[src/rtl/serial_adder_pkg.sv]
// State encoding shared by the bit-serial adder control.
package serial_adder_pkg;
    typedef enum logic {IDLE, RUN} state_t;
endpackage

[src/rtl/full_adder.sv]
// 1-bit full adder cell: the per-bit arithmetic of the serial adder.
module full_adder (
    input  logic A,
    input  logic B,
    input  logic Cin,
    output logic Sum,
    output logic Cout
);
    assign Sum  = A ^ B ^ Cin;
    assign Cout = (A & B) | (Cin & (A ^ B));
endmodule

[src/rtl/serial_adder.sv]
// Bit-serial WIDTH-bit adder: one full_adder evaluation per cycle, LSB first,
// with a start/busy/done handshake and registered Sum/Cout.
module serial_adder
    import serial_adder_pkg::*;
#(
    parameter int WIDTH = 8
) (
    input  logic             clk,
    input  logic             rst,
    input  logic             start,
    input  logic [WIDTH-1:0] A,
    input  logic [WIDTH-1:0] B,
    input  logic             Cin,
    output logic             busy,
    output logic             done,
    output logic [WIDTH-1:0] Sum,
    output logic             Cout
);
    localparam int CW = $clog2(WIDTH);

    state_t           state;
    logic [WIDTH-1:0] a_sh;
    logic [WIDTH-1:0] b_sh;
    logic             carry;
    logic [CW-1:0]    cnt;
    // Holds the low WIDTH-1 result bits; the final bit comes straight from the adder.
    logic [WIDTH-2:0] psum;
    logic             fa_sum;
    logic             fa_cout;

    full_adder u_fa (
        .A   (a_sh[0]),
        .B   (b_sh[0]),
        .Cin (carry),
        .Sum (fa_sum),
        .Cout(fa_cout)
    );

    always_ff @(posedge clk or posedge rst) begin
        if (rst) begin
            state <= IDLE;
            a_sh  <= '0;
            b_sh  <= '0;
            carry <= 1'b0;
            cnt   <= '0;
            psum  <= '0;
            busy  <= 1'b0;
            done  <= 1'b0;
            Sum   <= '0;
            Cout  <= 1'b0;
        end else begin
            done <= 1'b0;
            case (state)
                IDLE: begin
                    if (start) begin
                        a_sh  <= A;
                        b_sh  <= B;
                        carry <= Cin;
                        cnt   <= '0;
                        busy  <= 1'b1;
                        state <= RUN;
                    end
                end
                RUN: begin
                    carry <= fa_cout;
                    a_sh  <= a_sh >> 1;
                    b_sh  <= b_sh >> 1;
                    psum  <= (psum >> 1) | ((WIDTH-1)'(fa_sum) << (WIDTH-2));
                    cnt   <= cnt + 1'b1;
                    if (cnt == CW'(WIDTH-1)) begin
                        Sum   <= {fa_sum, psum};
                        Cout  <= fa_cout;
                        busy  <= 1'b0;
                        done  <= 1'b1;
                        state <= IDLE;
                    end
                end
                default: state <= IDLE;
            endcase
        end
    end
endmodule

[config.mk]
export PLATFORM = sky130hd
export DESIGN_NAME = serial_adder
export DESIGN_NICKNAME = d
export VERILOG_FILES = /design/src/rtl/serial_adder_pkg.sv /design/src/rtl/full_adder.sv /design/src/rtl/serial_adder.sv
export SDC_FILE = /design/constraint.sdc
export NUM_CORES = 1
export LEC_CHECK = 0
export CAP_MARGIN = 5
export CORE_ASPECT_RATIO = 0.75
export CORE_MARGIN = 8
export CORE_UTILIZATION = 53
export DETAILED_ROUTE_END_ITERATION = 10
export DONT_BUFFER_PORTS = 1
export HOLD_SLACK_MARGIN = 0.03
export MAX_ROUTING_LAYER = met4
export PLACE_DENSITY = 0.64
export SLEW_MARGIN = 20
export SYNTH_ARGS = -nofsm -noshare
export SYNTH_HDL_FRONTEND = slang
export SYNTH_HIERARCHICAL = 1
export SYNTH_SLANG_ARGS = --single-unit
[constraint.sdc]
create_clock -name clk -period 1.71 [get_ports clk]
set_input_delay 0.4275 -clock clk [delete_from_list [all_inputs] [get_ports clk]]
set_output_delay 0.4275 -clock clk [all_outputs]
set_load 0.02 [all_outputs]
==> Word-level counts from Yosys, hierarchy flattened <==
Index checks and enable logic that the tools add are counted.
{ "word_totals": {"register_bits": 39, "in_bits": 20, "output_inout_bits": 11, "elab_cells": 39} }
{ "op_classes": {"n_addsub": 1, "eq_ne": 3, "muxes": 16, "bitwise_logic": 7, "n_reduce_logical": 2} }
{ "op_table": {"columns": ["op", "n"], "rows": [
  ["8-bit one-hot mux with 2 select lines", 2],
  ["8-bit 2-to-1 mux", 2],
  ["1-bit 2-to-1 mux", 7],
  ["6-bit by 7-bit bitwise OR with 7-bit output", 1],
  ["1-bit one-hot mux with 2 select lines", 3],
  ["3-bit one-hot mux with 2 select lines", 1],
  ["2-bit AND reduction", 2],
  ["3-bit by 1-bit adder with 3-bit output, second input constant", 1],
  ["3-bit equality test, second input constant", 1],
  ["3-bit 2-to-1 mux", 1],
  ["1-bit AND", 2],
  ["2-bit by 1-bit != test with 1-bit output, second input constant", 1],
  ["2-bit != test, second input constant", 1],
  ["1-bit XOR", 2],
  ["1-bit NOT", 1],
  ["1-bit bitwise OR", 1]
]} }

==> Longest topological paths before layout <==
{ "logic_depth": {"ltp_word": 4, "ltp_mapped": 5} }

==> Modules after synthesis <==
The synthesis kept the hierarchy.
{ "by_module_without_submodules": {"columns": ["module", "n_inst", "cells_each", "area_each_um2", "seq_area_each_um2"], "rows": [
  ["serial_adder", 1, 130, 1670.4, 975.9],
  ["full_adder", 1, 1, 20.0, 0.0]
]} }

==> Worst setup path before layout <==
OpenSTA, ideal clock, no wires.
{ "synth_path": {"path_type": "register to register", "start": "reg cnt[0]", "end": "reg Cout", "t_arrival_ns": 1.286, "required_ns": 1.585, "slack_ns": 0.298, "stages_incl_launch_ff": 6, "path_cell_list": "dfrtp_1 > ha_1 > ha_1 > nand2_2 > buf_6 > mux2_4"} }
{ "synth_via": {"elab_chain_len": 2} }
{ "synth_rtl": {"columns": ["element", "line", "text"], "rows": [
  ["start: declaration", "serial_adder.sv:25", "logic [CW-1:0] cnt;"],
  ["start signal: assignment", "serial_adder.sv:69", "cnt <= cnt + 1'b1;"],
  ["3-bit equality test", "serial_adder.sv:70", "if (cnt == CW'(WIDTH-1)) begin"],
  ["2-bit AND reduction (no line)", null, null],
  ["end signal: assignment", "serial_adder.sv:72", "Cout <= fa_cout;"],
  ["end: declaration", "serial_adder.sv:17", "output logic Cout"]
]} }
Every way passes these cells.
A chain may end at the register's enable or synchronous reset.

==> Final worst setup path <==
{ "layout_path": {"start": "reg cnt[0]", "end": "reg Sum[7]"} }
{ "layout_via": {"elab_chain_len": 2} }
{ "layout_rtl": {"columns": ["element", "line", "text"], "rows": [
  ["3-bit equality test", "serial_adder.sv:70", null],
  ["2-bit AND reduction (no line)", null, null],
  ["end signal: assignment", "serial_adder.sv:71", "Sum <= {fa_sum, psum};"],
  ["end: declaration", "serial_adder.sv:16", "output logic [WIDTH-1:0] Sum,"]
]} }
Every way passes these cells.

==> results_dict.tcl <==
set metrics [dict create \
    status "complete, no violations" \
    finalCriticalPeriod_ps 1580 \
    grt_pass1_vias 981 \
    fin_crit_sh_pct 92.2 \
    slew_headroom_pct 69.6 \
    max_cap_violations 0 \
    htree_levels 2 \
    whs_path_depth 1 \
    ys_top_cells_by_area "dfrtp_1, mux2i_1, mux2_4, mux2_2, o21ai_0" \
    drtPass1Iterations 4 \
    ios 31 \
    grt-ovfl-total 0 \
    synth_compound_area_share_pct 5.85 \
    startpoint_type "flop" \
    clk-insertion-delay-late_ps 280 \
    syn_to_final_growth_pct 8.36 \
    remaining_drc_errors 0 \
    netlist_area_mm2 0.00169 \
    ys_types 18 \
    wire_per_inst_um 16.3 \
    synth_nets 155 \
    yosysSeqAreaShare_pct 57.7 \
    setup_viol 0 \
    wirelength_um 2820 \
    hold_path_class "input port to flop" \
    report.final.hold_viol_count 0 \
    mostFrequentLayoutCells "dfrtp_1, mux2i_1, nand2_1, o21ai_0" \
    cp_max_fo 11 \
    antenna_found_initial 0 \
    yosys_warnings 6 \
    syn_inst 131 \
    cts_max_path_buffers 2 \
    synthAdderAreaFrac_pct 3.40 \
    muxShareOfSynthArea_pct 23.1 \
    cts.clk_slew.worst_paths_ps 70 \
    grt_pass1_wl_um 4730 \
    rsz0062_at_grt "no" \
    worstRegToRegCells 4 \
    hpwl_um 1890 \
    std_cell_rows 17 \
    synth_top_family_by_area "multiplexers" \
    cp.arrival_ps 1750 \
    gp_congestion 0.689 \
    post_cts_resized 0 \
    place_inst 164 \
    syn_avg_cell_area_um2 12.9 \
    stdcell_count 173 \
    fp.dieW_um 81.2 \
    die_y_um 64.9 \
    setup_tns_ps 0 \
    clockRootBuffer "clkbuf_8" \
    regToRegEndpoint "Sum[7]" \
    synth_top_area_share_pct 57.7 \
    min-delay-start "start" \
    via_per_inst 5.31 \
    portBuffers 0 \
    fmax_ghz 0.634 \
    diodes 0 \
    numCtsBuffers 5 \
    fin_skew_ps 5.61 \
    r2r-start "cnt[0]" \
    tightest_slew_ps 456 \
    drive_gt1_share_pct 20.7 \
    dieArea_mm2 0.00527 \
    vias 919 \
    cp.required_ps 1880 \
    synth-seq-cells 39 \
    final_antenna_net_count 0 \
    drtIter0Drc 29 \
    power.density_mw_per_mm2 1890 \
    grt_max_degree 38 \
    slew_viol_final 0 \
    grtUsageTotal_pct 12.1 \
    synth_area_leader_cell "dfrtp_1" \
    synthXorXnorAreaFrac_pct 0 \
    critPathKind "flop to flop" \
    final_common_cell "dfrtp_1" \
    fin_ws_ps 133 \
    power_leakage_uw 0.000917 \
    end_kind "flop" \
    core_mm2 0.00300 \
    layout.nets 158 \
    start_util_pct 56.4 \
    cts_tree "done" \
    clock_sinks 39 \
    synth_simple_gate_area_share_pct 5.92 \
    peakVddDrop_uv 865 \
    worstHoldEndpoint "cnt[2]" \
    reg2reg_slack_ps 130 \
    pre_cts_ws_ps 149 \
]
## flip-flops by register name, indices dropped and copies added (netlist names)
name and flops:
Sum 8, a_sh 8, b_sh 8, psum 7, cnt 3, Cout 1
busy 1, carry 1, done 1, state 1
## per-stage QoR
| stage | power, uW | instance area [um^2] | hold WS [ps] | utilization (%) |
|---|---|---|---|---|
| 2_1_floorplan | 2530 | 1690 | 449 | - |
| 3_3_place_gp | 2660 | 1700 | 181 | 56.8 |
| 3_5_place_dp | 2710 | 1700 | 183 | 56.8 |
| 4_1_cts | 3510 | 1830 | 240 | 61.1 |
| 5_1_grt | 3710 | 1830 | 226 | 61.1 |
| 6_report | 3460 | 1830 | 241 | 61.1 |
## worst max-delay path by stage
| stage | end | from |
|---|---|---|
| floorplan | Cout | cnt[0] |
| global placement | Sum[7] | cnt[0] |
| detailed placement | Sum[7] | cnt[0] |
| CTS | Sum[7] | cnt[0] |
| global route | Sum[7] | cnt[0] |
| finish | Sum[7] | cnt[0] |
## cells in the mapped netlist, drive strengths merged
cell type   n
o21ai      17
dfrtp      39
o21a        1
o22ai       1
inv         3
mux2i      18
clkbuf      1
ha          3
nand2      18
nor2        3
nand2b      3
buf         7
fa          1
mux2       16
## power by group
part / internal [uW] / switching [uW]
Combinational: 533 / 427
Sequential: 1320 / 406
Clock: 472 / 305
Total: 2330 / 1140
## repair_timing
action / CTS / global route
hold buffers: 1 / 0
setup buffers: 0 / 0
endpoints found under the hold margin: 2 / 0
## cells by family after synthesis
family / after synthesis
fa+ha+maj: 4
flops: 39
simple gates: 24
mux: 34
compound gates: 19
buf+inv: 11
## routing by layer
layer | GRT usage, % | wire, um
met2 | 16.1 | 1240
met3 | 5.23 | 228
met5 | - | 0
met4 | 4.67 | 29
met1 | 15.6 | 1330
## worst max-delay path: stages, from the launching register on
cell and delay, ps:
dfrtp_1 400, ha_1 220, ha_1 190, nand2_2 270, mux2_2 380
## final cells by class
cell class / count / area, um^2
Fill cell: 252 / 1170
Clock inverter: 2 / 35.0
Multi-Input combinational cell: 81 / 647
Tap cell: 38 / 47.5
Clock buffer: 6 / 82.6
Timing Repair Buffer: 4 / 32.5
Inverter: 3 / 11.3
Sequential cell: 39 / 976
(Power assumes the default switching activity.)
